==> src/rtl/rx_control.sv <==
// rx_control: receive-side command decoder driving register-file and ALU.
// In: CLK, RST, Rx_Data/Rx_Data_valid, Rd_valid, ALU_out_valid.
// Out: WrEN, RdEN, Address, WrData, ALU_EN, ALU_FUN, Clk_gate_EN, Cmd_error.
module rx_control #(
  parameter int width      = 8,
  parameter int addr_width = 4,
  parameter int timeout    = 16
) (
  input  logic                  CLK,
  input  logic                  RST,
  input  logic [width-1:0]      Rx_Data,
  input  logic                  Rx_Data_valid,
  input  logic                  Rd_valid,
  input  logic                  ALU_out_valid,
  output logic                  WrEN,
  output logic                  RdEN,
  output logic [addr_width-1:0] Address,
  output logic [width-1:0]      WrData,
  output logic                  ALU_EN,
  output logic [3:0]            ALU_FUN,
  output logic                  Clk_gate_EN,
  output logic                  Cmd_error
);

  localparam int CW = $clog2(timeout + 1);
  localparam logic [CW-1:0] LIMIT = CW'(timeout);

  localparam logic [width-1:0] CMD_WR  = width'(8'hAA);
  localparam logic [width-1:0] CMD_RD  = width'(8'hBB);
  localparam logic [width-1:0] CMD_OPS = width'(8'hCC);
  localparam logic [width-1:0] CMD_FUN = width'(8'hDD);

  typedef enum logic [3:0] {
    IDLE,
    WR_ADDR,
    WR_DATA,
    RD_ADDR,
    RD_WAIT,
    OP_A,
    OP_B,
    FUN,
    ALU_WAIT
  } state_t;

  state_t        state;
  logic [CW-1:0] wait_cnt;
  logic          resp;

  // Response that ends the current wait state.
  assign resp = (state == RD_WAIT) ? Rd_valid : ALU_out_valid;

  always_ff @(posedge CLK) begin
    if (RST) begin
      state       <= IDLE;
      wait_cnt    <= '0;
      WrEN        <= 1'b0;
      RdEN        <= 1'b0;
      Address     <= '0;
      WrData      <= '0;
      ALU_EN      <= 1'b0;
      ALU_FUN     <= '0;
      Clk_gate_EN <= 1'b0;
      Cmd_error   <= 1'b0;
    end else begin
      WrEN      <= 1'b0;
      RdEN      <= 1'b0;
      ALU_EN    <= 1'b0;
      Cmd_error <= 1'b0;
      case (state)
        IDLE: begin
          if (Rx_Data_valid) begin
            unique case (1'b1)
              (Rx_Data == CMD_WR): state <= WR_ADDR;
              (Rx_Data == CMD_RD): state <= RD_ADDR;
              (Rx_Data == CMD_OPS): begin
                state       <= OP_A;
                Clk_gate_EN <= 1'b1;
              end
              (Rx_Data == CMD_FUN): begin
                state       <= FUN;
                Clk_gate_EN <= 1'b1;
              end
              default: Cmd_error <= 1'b1;
            endcase
          end
        end
        WR_ADDR: begin
          if (Rx_Data_valid) begin
            Address <= Rx_Data[addr_width-1:0];
            state   <= WR_DATA;
          end
        end
        WR_DATA: begin
          if (Rx_Data_valid) begin
            WrData <= Rx_Data;
            WrEN   <= 1'b1;
            state  <= IDLE;
          end
        end
        RD_ADDR: begin
          if (Rx_Data_valid) begin
            Address  <= Rx_Data[addr_width-1:0];
            RdEN     <= 1'b1;
            wait_cnt <= '0;
            state    <= RD_WAIT;
          end
        end
        OP_A: begin
          if (Rx_Data_valid) begin
            Address <= '0;
            WrData  <= Rx_Data;
            WrEN    <= 1'b1;
            state   <= OP_B;
          end
        end
        OP_B: begin
          if (Rx_Data_valid) begin
            Address <= addr_width'(1);
            WrData  <= Rx_Data;
            WrEN    <= 1'b1;
            state   <= FUN;
          end
        end
        FUN: begin
          if (Rx_Data_valid) begin
            ALU_FUN  <= Rx_Data[3:0];
            ALU_EN   <= 1'b1;
            wait_cnt <= '0;
            state    <= ALU_WAIT;
          end
        end
        RD_WAIT, ALU_WAIT: begin
          // Bytes are never consumed while waiting.
          if (Rx_Data_valid) begin
            Cmd_error <= 1'b1;
          end
          // A response on the limit cycle still wins over the timeout.
          if (resp) begin
            state       <= IDLE;
            Clk_gate_EN <= 1'b0;
          end else if (wait_cnt == LIMIT) begin
            Cmd_error   <= 1'b1;
            state       <= IDLE;
            Clk_gate_EN <= 1'b0;
          end else begin
            wait_cnt <= wait_cnt + CW'(1);
          end
        end
        default: begin
          state       <= IDLE;
          Clk_gate_EN <= 1'b0;
        end
      endcase
    end
  end

endmodule

==> config.mk <==
export PLATFORM = sky130hd
export DESIGN_NAME = rx_control
export DESIGN_NICKNAME = d
export VERILOG_FILES = /design/src/rtl/rx_control.sv
export SDC_FILE = /design/constraint.sdc
export NUM_CORES = 1
export LEC_CHECK = 0
export CAP_MARGIN = 20
export CORE_MARGIN = 5
export CORE_UTILIZATION = 56
export CTS_BUF_LIST = sky130_fd_sc_hd__clkbuf_2
export CTS_CLUSTER_SIZE = 16
export DETAILED_ROUTE_END_ITERATION = 8
export DONT_BUFFER_PORTS = 1
export GPL_TIMING_DRIVEN = 0
export PLACE_DENSITY = 0.74
export SLEW_MARGIN = 20
export SYNTH_ARGS = -nofsm -noshare
export SYNTH_HDL_FRONTEND = slang
export SYNTH_SLANG_ARGS = --single-unit
==> constraint.sdc <==
create_clock -name CLK -period 1.8 [get_ports CLK]
set_input_delay 0.18 -clock CLK [delete_from_list [all_inputs] [get_ports CLK]]
set_output_delay 0.18 -clock CLK [all_outputs]
set_load 0.1 [all_outputs]
==> out/results.tsv, run 1 <==
metric	value	unit
timing.critical_path.to_type	flip-flop	
min_from	RST	
fin_hold_ws	28.14	ps
status	finished, violations left	
routed_vias	1351	
clock_tree.root_cell	clkbuf_2	
netlist-cell-type-count	46	
drive_above_1_share	15.96	%
timing.fmax	531.6	MHz
route.detailed.drc	0	
power_density_of_the_placed_cells	616.4	nW/um^2
register_to_register_setup_slack	-80	ps
cts.sinks	30	
groute.layer.met2.usage	37.67	%
clock_tree.htree_level_count	2	
maxcap_violations	0	
synthesis.area	1491	sq um
postLayoutSetupSlackWorst	-81.01	ps
critical_path.reg2reg.startpoint	state[2]	
cp.buffers_inverters	1	
cp_max_fo	8	
slew_at_the_pin_with_the_worst_max_slew_slack	980.9	ps
fin_crit_sh	104.5	%
clkLatencyLatePin	370	ps
ys_seq_area_share	40.27	%
finalSetupViolations	8	
synth_top_flop_cell	dfxtp_1	
detail_route.wl_per_cell	17.57	microns
first_global_vias	1283	
detailedPlacementHpwl	2562	microns
numPortBuffers	0	
wl	3830	microns
netlist_instances	168	
grt_start_max_net_pins	11	
synth_enable_flop_cells	0	
utilization	68.70	%
busiest_layer_in_global_routing	met2	
timing.reg2reg.worst_path_depth	5	
use_met1	24.36	%
post_synth.cell_area_avg	8.878	sq um
layout.cells.non_filler	218	
tritoncts	built	
drt_pre_antenna_iters	4	
fp.coreArea	2522	sq um
worst_path_max_delay_cell	dfxtp_4	
ios	34	
worst-endpoint-arrival	2150	ps
synthesis.nets	183	
critPathKind	reg -> reg	
number_of_drc_markers_in_iteration_0	77	
post_drt_via_cell_ratio	6.197	
gpl.final_weighted_congestion	0.8140	
critPathRequiredTime	2070	ps
yosys_register_bits	30	
period_needed	1881	ps
placementRows	18	
start_util	59.13	%
groute.layer.met3.usage	6.499	%
final_max_slew_viol_count	0	
setup_repair_after_global_routing_missed_its_margin	yes	
first_pass_grt_wire_length	5954	microns
holdPathEnd	state[0]	
setup-tns-final	-257.9	ps
antennaDiodeCount	0	
cpPeakStageDelay	420	ps
dieWidth	61.61	microns
height_of_the_die	61.61	microns
detail-route-antenna-nets	0	
asyncSetResetFlopFracSynth	0	%
antenna_violations_before_repair	0	
area_growth	16.19	%
holdPathStages	3	
fin_nets	202	
hold_viol_final	0	
gr-usage-all-layers	21.72	%
holdCritPathClass	in -> reg	
tritoncts_buffers	5	
path_delay_family	compound AO/OA/AOI/OAI gates	
violations_in_the_final_reports	negative setup slack	
place_worst_setup_slack	-144.5	ps
grt.overflow.total	0	
leakage	0.6554	nW
yosys_warnings	0	
floorplan.die_area	3795	sq um
ctsLongestPathBuffers	2	
skew	17.85	ps
clk_transition_reported_paths	170	ps
r2r_end	wait_cnt[2]	
irDropWorstVdd	0.6224	mV
dpl.cell_count	198	
crit_path_cell_trace	or3b_4, a2111oi_4, buf_6, o21ai_2, mux2_4	
start_kind	flip-flop	
slew-limit-headroom	34.52	%
==> kinds of logic after synthesis <==
logic type	Yosys count	synth area share, %
AO/OA/AOI/OAI	37	18.71
XOR/XNOR	2	1.175
adder cells (fa/ha/maj)	2	1.678
buffers and inverters	15	3.943
flip-flops	30	40.27
multiplexers	15	10.15
AND/OR/NAND/NOR	67	24.08
==> what timing repair did <==
item | in CTS | in global routing
cloned | 0 | 0
pin swaps | 1 | 3
gates resized for setup | 6 | 9
hold buffers | 9 | 0
setup buffers | 2 | 2
hold endpoints to repair | 19 | 0
setup endpoints to repair | 19 | 20
==> synthesized netlist by cell type (2+ instances only) <==
library cell   n  area share (%)
dfxtp_1       30              40
o2111ai_1      2             1.2
nand2_1        8             2.0
o21a_1         2             1.0
and2_1         4             1.7
a21boi_0       2             1.0
nor4bb_1       2             1.3
a32o_1         2             1.3
a21oi_1       13             4.4
ha_1           2             1.7
nand3_1       11             3.7
mux2i_1       14             9.4
nor2b_1        2            0.84
nor3_1         4             1.3
inv_1          5             1.3
nand2b_1       2            0.84
clkbuf_1       8             2.0
nor2_1        20             5.0
o21ai_0        4             1.3
or3_1          3             1.3
or2_2          2            0.84
buf_2          2            0.67
==> layer usage <==
layer  share of wire (%)  routed length (microns)  vias to the layer above
met5                   0                        0                        -
met2                  52                     1973                       63
met1                  38                     1453                      637
met3                 9.3                      357                        6
met4                 1.2                       46                        0
li1                    -                        -                      645
==> how the worst max path moves through the flow <==
| stage | start | slack [ps] | cells after the start | endpoint |
|---|---|---|---|---|
| 3_3_place_gp | state[2] | -130 | 4 | wait_cnt[2] |
| 2_1_floorplan | state[2] | 40 | 4 | wait_cnt[2] |
| 5_1_grt | wait_cnt[0] | -120 | 6 | state[2] |
| 6_report | state[2] | -80 | 5 | wait_cnt[2] |
| 4_1_cts | state[2] | -50 | 5 | wait_cnt[2] |
| 3_5_place_dp | state[2] | -140 | 4 | wait_cnt[2] |
==> layout make-up <==
| cell class | count | area [sq um] |
|---|---|---|
| sequential | 30 | 609.3 |
| tap | 30 | 37.54 |
| clock buffer | 6 | 30.03 |
| timing repair buffer | 13 | 123.9 |
| buffer | 9 | 37.54 |
| fill | 218 | 789.5 |
| multi-input combinational | 123 | 867.1 |
| clock inverter | 2 | 8.758 |
| inverter | 5 | 18.77 |
==> layout by cell type, fill, tap and decap left out, drive strengths merged, types with 3 or more instances in the layout <==
master       instances
dlygate4sd3          9
dfxtp               30
clkbuf              12
inv                  5
or3                  3
o21ai                5
a21oi               13
mux2i               14
nor2                20
nand3               11
nand2                8
and2                 4
nor3                 4
buf                  7
==> power by group <==
| group | switching (mW) | internal, mW |
|---|---|---|
| clock network | 0.235 | 0.0955 |
| registers | 0.0122 | 0.664 |
| logic | 0.0329 | 0.0285 |
| total | 0.280 | 0.788 |
==> worst register-to-register path, cell delays in order (launching register included) <==
cell	delay, ps
dfxtp_4	420
or3b_4	420
a2111oi_4	390
buf_6	190
o21ai_2	60
mux2_4	300
==> per-stage QoR <==
stage | cell area [sq um] | total power, mW
after global placement | 1530 | 0.7313
final | 1733 | 1.068
after floorplan | 1493 | 0.7246
after global routing | 1733 | 1.116
after detailed placement | 1530 | 0.7329
after CTS | 1680 | 1.069
==> state kept, by name (all words and copies together) (netlist names), 4 cells and up <==
| name | count |
|---|---|
| Address | 4 |
| ALU_FUN | 4 |
| state | 4 |
| WrData | 8 |
| wait_cnt | 5 |
Note: power is estimated with default switching activity, not from simulation.
==> run 2: changes to the inputs <==
- CAP_MARGIN: 20 -> unset
- CORE_UTILIZATION: 56 -> 35
- PLACE_DENSITY: 0.74 -> unset
==> run 2 against run 1 <==
The run still ends with negative setup slack left. Core utilization decreased by 25 points. Combinational power about the same. Highest routed layer unchanged. Global-route usage fell by 6.9 points.
==> out/results.tsv, run 2 (same netlist as run 1, synthesis figures left out) <==
metric	value	unit	change
slew-limit-headroom	33.93	%	-0.58 points
power_density_of_the_placed_cells	679.1	nW/um^2	+10%
number_of_drc_markers_in_iteration_0	47		-39%
floorplan.die_area	5667	sq um	+49%
dieWidth	75.28	microns	+22%
detailedPlacementHpwl	2714	microns	+5.9%
detail_route.wl_per_cell	16.50	microns	-6.1%
fin_hold_ws	43.13	ps	+14.99 ps
clock_tree.htree_level_count	2		unchanged
tritoncts_buffers	5		unchanged
gpl.final_weighted_congestion	0.8016		-1.5%
holdCritPathClass	in -> reg		
period_needed	1820	ps	-60.80 ps
final_max_slew_viol_count	0		unchanged
postLayoutSetupSlackWorst	-20.21	ps	+60.80 ps
clk_transition_reported_paths	160	ps	about the same
place_worst_setup_slack	-179.1	ps	-34.60 ps
gr-usage-all-layers	14.86	%	-6.9 points
antenna_violations_before_repair	0		unchanged
max_flop_register	WrData		
finalSetupViolations	2		-6
cp_max_fo	7		-1
detail-route-antenna-nets	0		unchanged
worst-endpoint-arrival	2100	ps	-50 ps
placementRows	23		+5
drive_above_1_share	17.46	%	+1.5 points
largest_register_ff_count	8		unchanged
drt_pre_antenna_iters	4		unchanged
most_common_cell_after_layout_fill_and_taps_aside	dfxtp_1		
irDropWorstVdd	0.4032	mV	-35%
timing.fmax	549.4	MHz	+3.3%
critPathKind	reg -> reg		
antennaDiodeCount	0		unchanged
wl_met2	1875	microns	-5.0%
routed_vias	1356		+0.37%
first_global_vias	1343		+4.7%
wl	3944	microns	+3.0%
height_of_the_die	75.28	microns	+22%
numPortBuffers	0		unchanged
top_signal_layer_used	met4		
mostFrequentLayoutCells	25 x dfxtp_1, 19 x nor2_1, 14 x mux2i_1, 12 x a21oi_1, 11 x nand3_1		
timing.critical_path.to_type	flip-flop		
cts.sinks	30		unchanged
maxcap_violations	0		unchanged
leakage	0.6740	nW	+2.8%
ctsLongestPathBuffers	2		unchanged
fin_nets	203		+0.50%
largest_registers_in_the_final_layout	WrData x8, wait_cnt x5		
wl_met3	355	microns	-0.56%
worst_path_max_delay_cell	dfxtp_4		
first_pass_grt_wire_length	6396	microns	+7.4%
area_growth	19.97	%	
tritoncts	built		
route.detailed.drc	0		unchanged
post_drt_via_cell_ratio	5.674		-8.4%
setup_repair_after_global_routing_missed_its_margin	yes		
sequential_cell_area	609.3	sq um	unchanged
start_kind	flip-flop		
crit_path_cell_trace	or3b_4, a2111oi_4, buf_6, o21ai_4, mux2_4		
fp.coreArea	4058	sq um	+61%
violations_in_the_final_reports	negative setup slack		
slew_at_the_pin_with_the_worst_max_slew_slack	989.6	ps	+8.743 ps
multi_input_comb_area	860.8	sq um	-0.72%
critPathRequiredTime	2080	ps	about the same
grt_start_max_net_pins	11		unchanged
status	finished, violations left		
fin_crit_sh	101.1	%	-3.4 points
start_util	36.76	%	-22 points
skew	16.43	ps	-1.421 ps
clock_tree.root_cell	clkbuf_2		
wl_met1	1590	microns	+9.4%
cpPeakStageDelay	400	ps	-20 ps
grt.overflow.total	0		unchanged
num-fill-cells	415		+90%
ios	34		unchanged
clkLatencyLatePin	370	ps	about the same
hold_viol_final	0		unchanged
[run 2: worst max-delay path: cells and delay by family, from the launching register on]
| family | cells | cell delay [ps] |
|---|---|---|
| AOI/OAI and AO/OA | 2 | 440 |
| buffers and inverters | 1 | 190 |
| DFF | 1 | 400 |
| muxes | 1 | 290 |
| and+or+nand+nor | 1 | 400 |
[run 2: report_power, final]
part	switching (mW)	total, mW	internal [mW]
Combinational	0.0329	0.0614	0.0285
Sequential	0.0121	0.677	0.665
Clock	0.246	0.477	0.231
Total	0.291	1.21	0.924
[run 2: repair_timing]
| item | CTS | global route |
|---|---|---|
| gates resized for setup | 6 | 12 |
| pin swaps | 1 | 2 |
| hold buffers | 9 | 0 |
| setup buffers | 2 | 3 |
| endpoints found under the hold margin | 19 | 0 |
| cloned | 0 | 0 |
| endpoints found under the setup margin | 21 | 22 |
[run 2: layer usage]
metal	vias to the layer above	track usage (%)
li1	647	-
met4	0	7.184
met3	13	7.477
met5	-	0
met2	45	23.11
met1	651	16.88
[run 2: per-stage QoR]
step	setup TNS [ps]	area, sq um	total power, mW	instances	util, %
floorplan	0	1493	0.7246	168	-
global placement	-871.8	1555	0.7316	218	38.33
detailed placement	-1971	1555	0.7333	218	38.33
CTS	-70.56	1739	1.224	237	42.86
global route	-349.3	1789	1.263	239	44.10
finish	-29.67	1789	1.215	239	44.10
[run 2: area by class of cell]
type / instances / area share, %
clock inverter: 3 / 2.238
tap: 50 / 3.496
timing repair buffer: 14 / 7.343
multi-input combinational: 123 / 48.11
clock buffer: 5 / 1.399
sequential: 30 / 34.06
inverter: 5 / 1.049
buffer: 9 / 2.308
[run 2: final timing paths]
path                               endpoint   startpoint  slack, ps  cells after the start
worst min-delay path               state[0]          RST         40                      3
worst max-delay path            wait_cnt[2]     state[2]        -20                      5
worst min register to register  wait_cnt[1]  wait_cnt[1]        500                      2
worst max register to register  wait_cnt[2]     state[2]        -20                      5
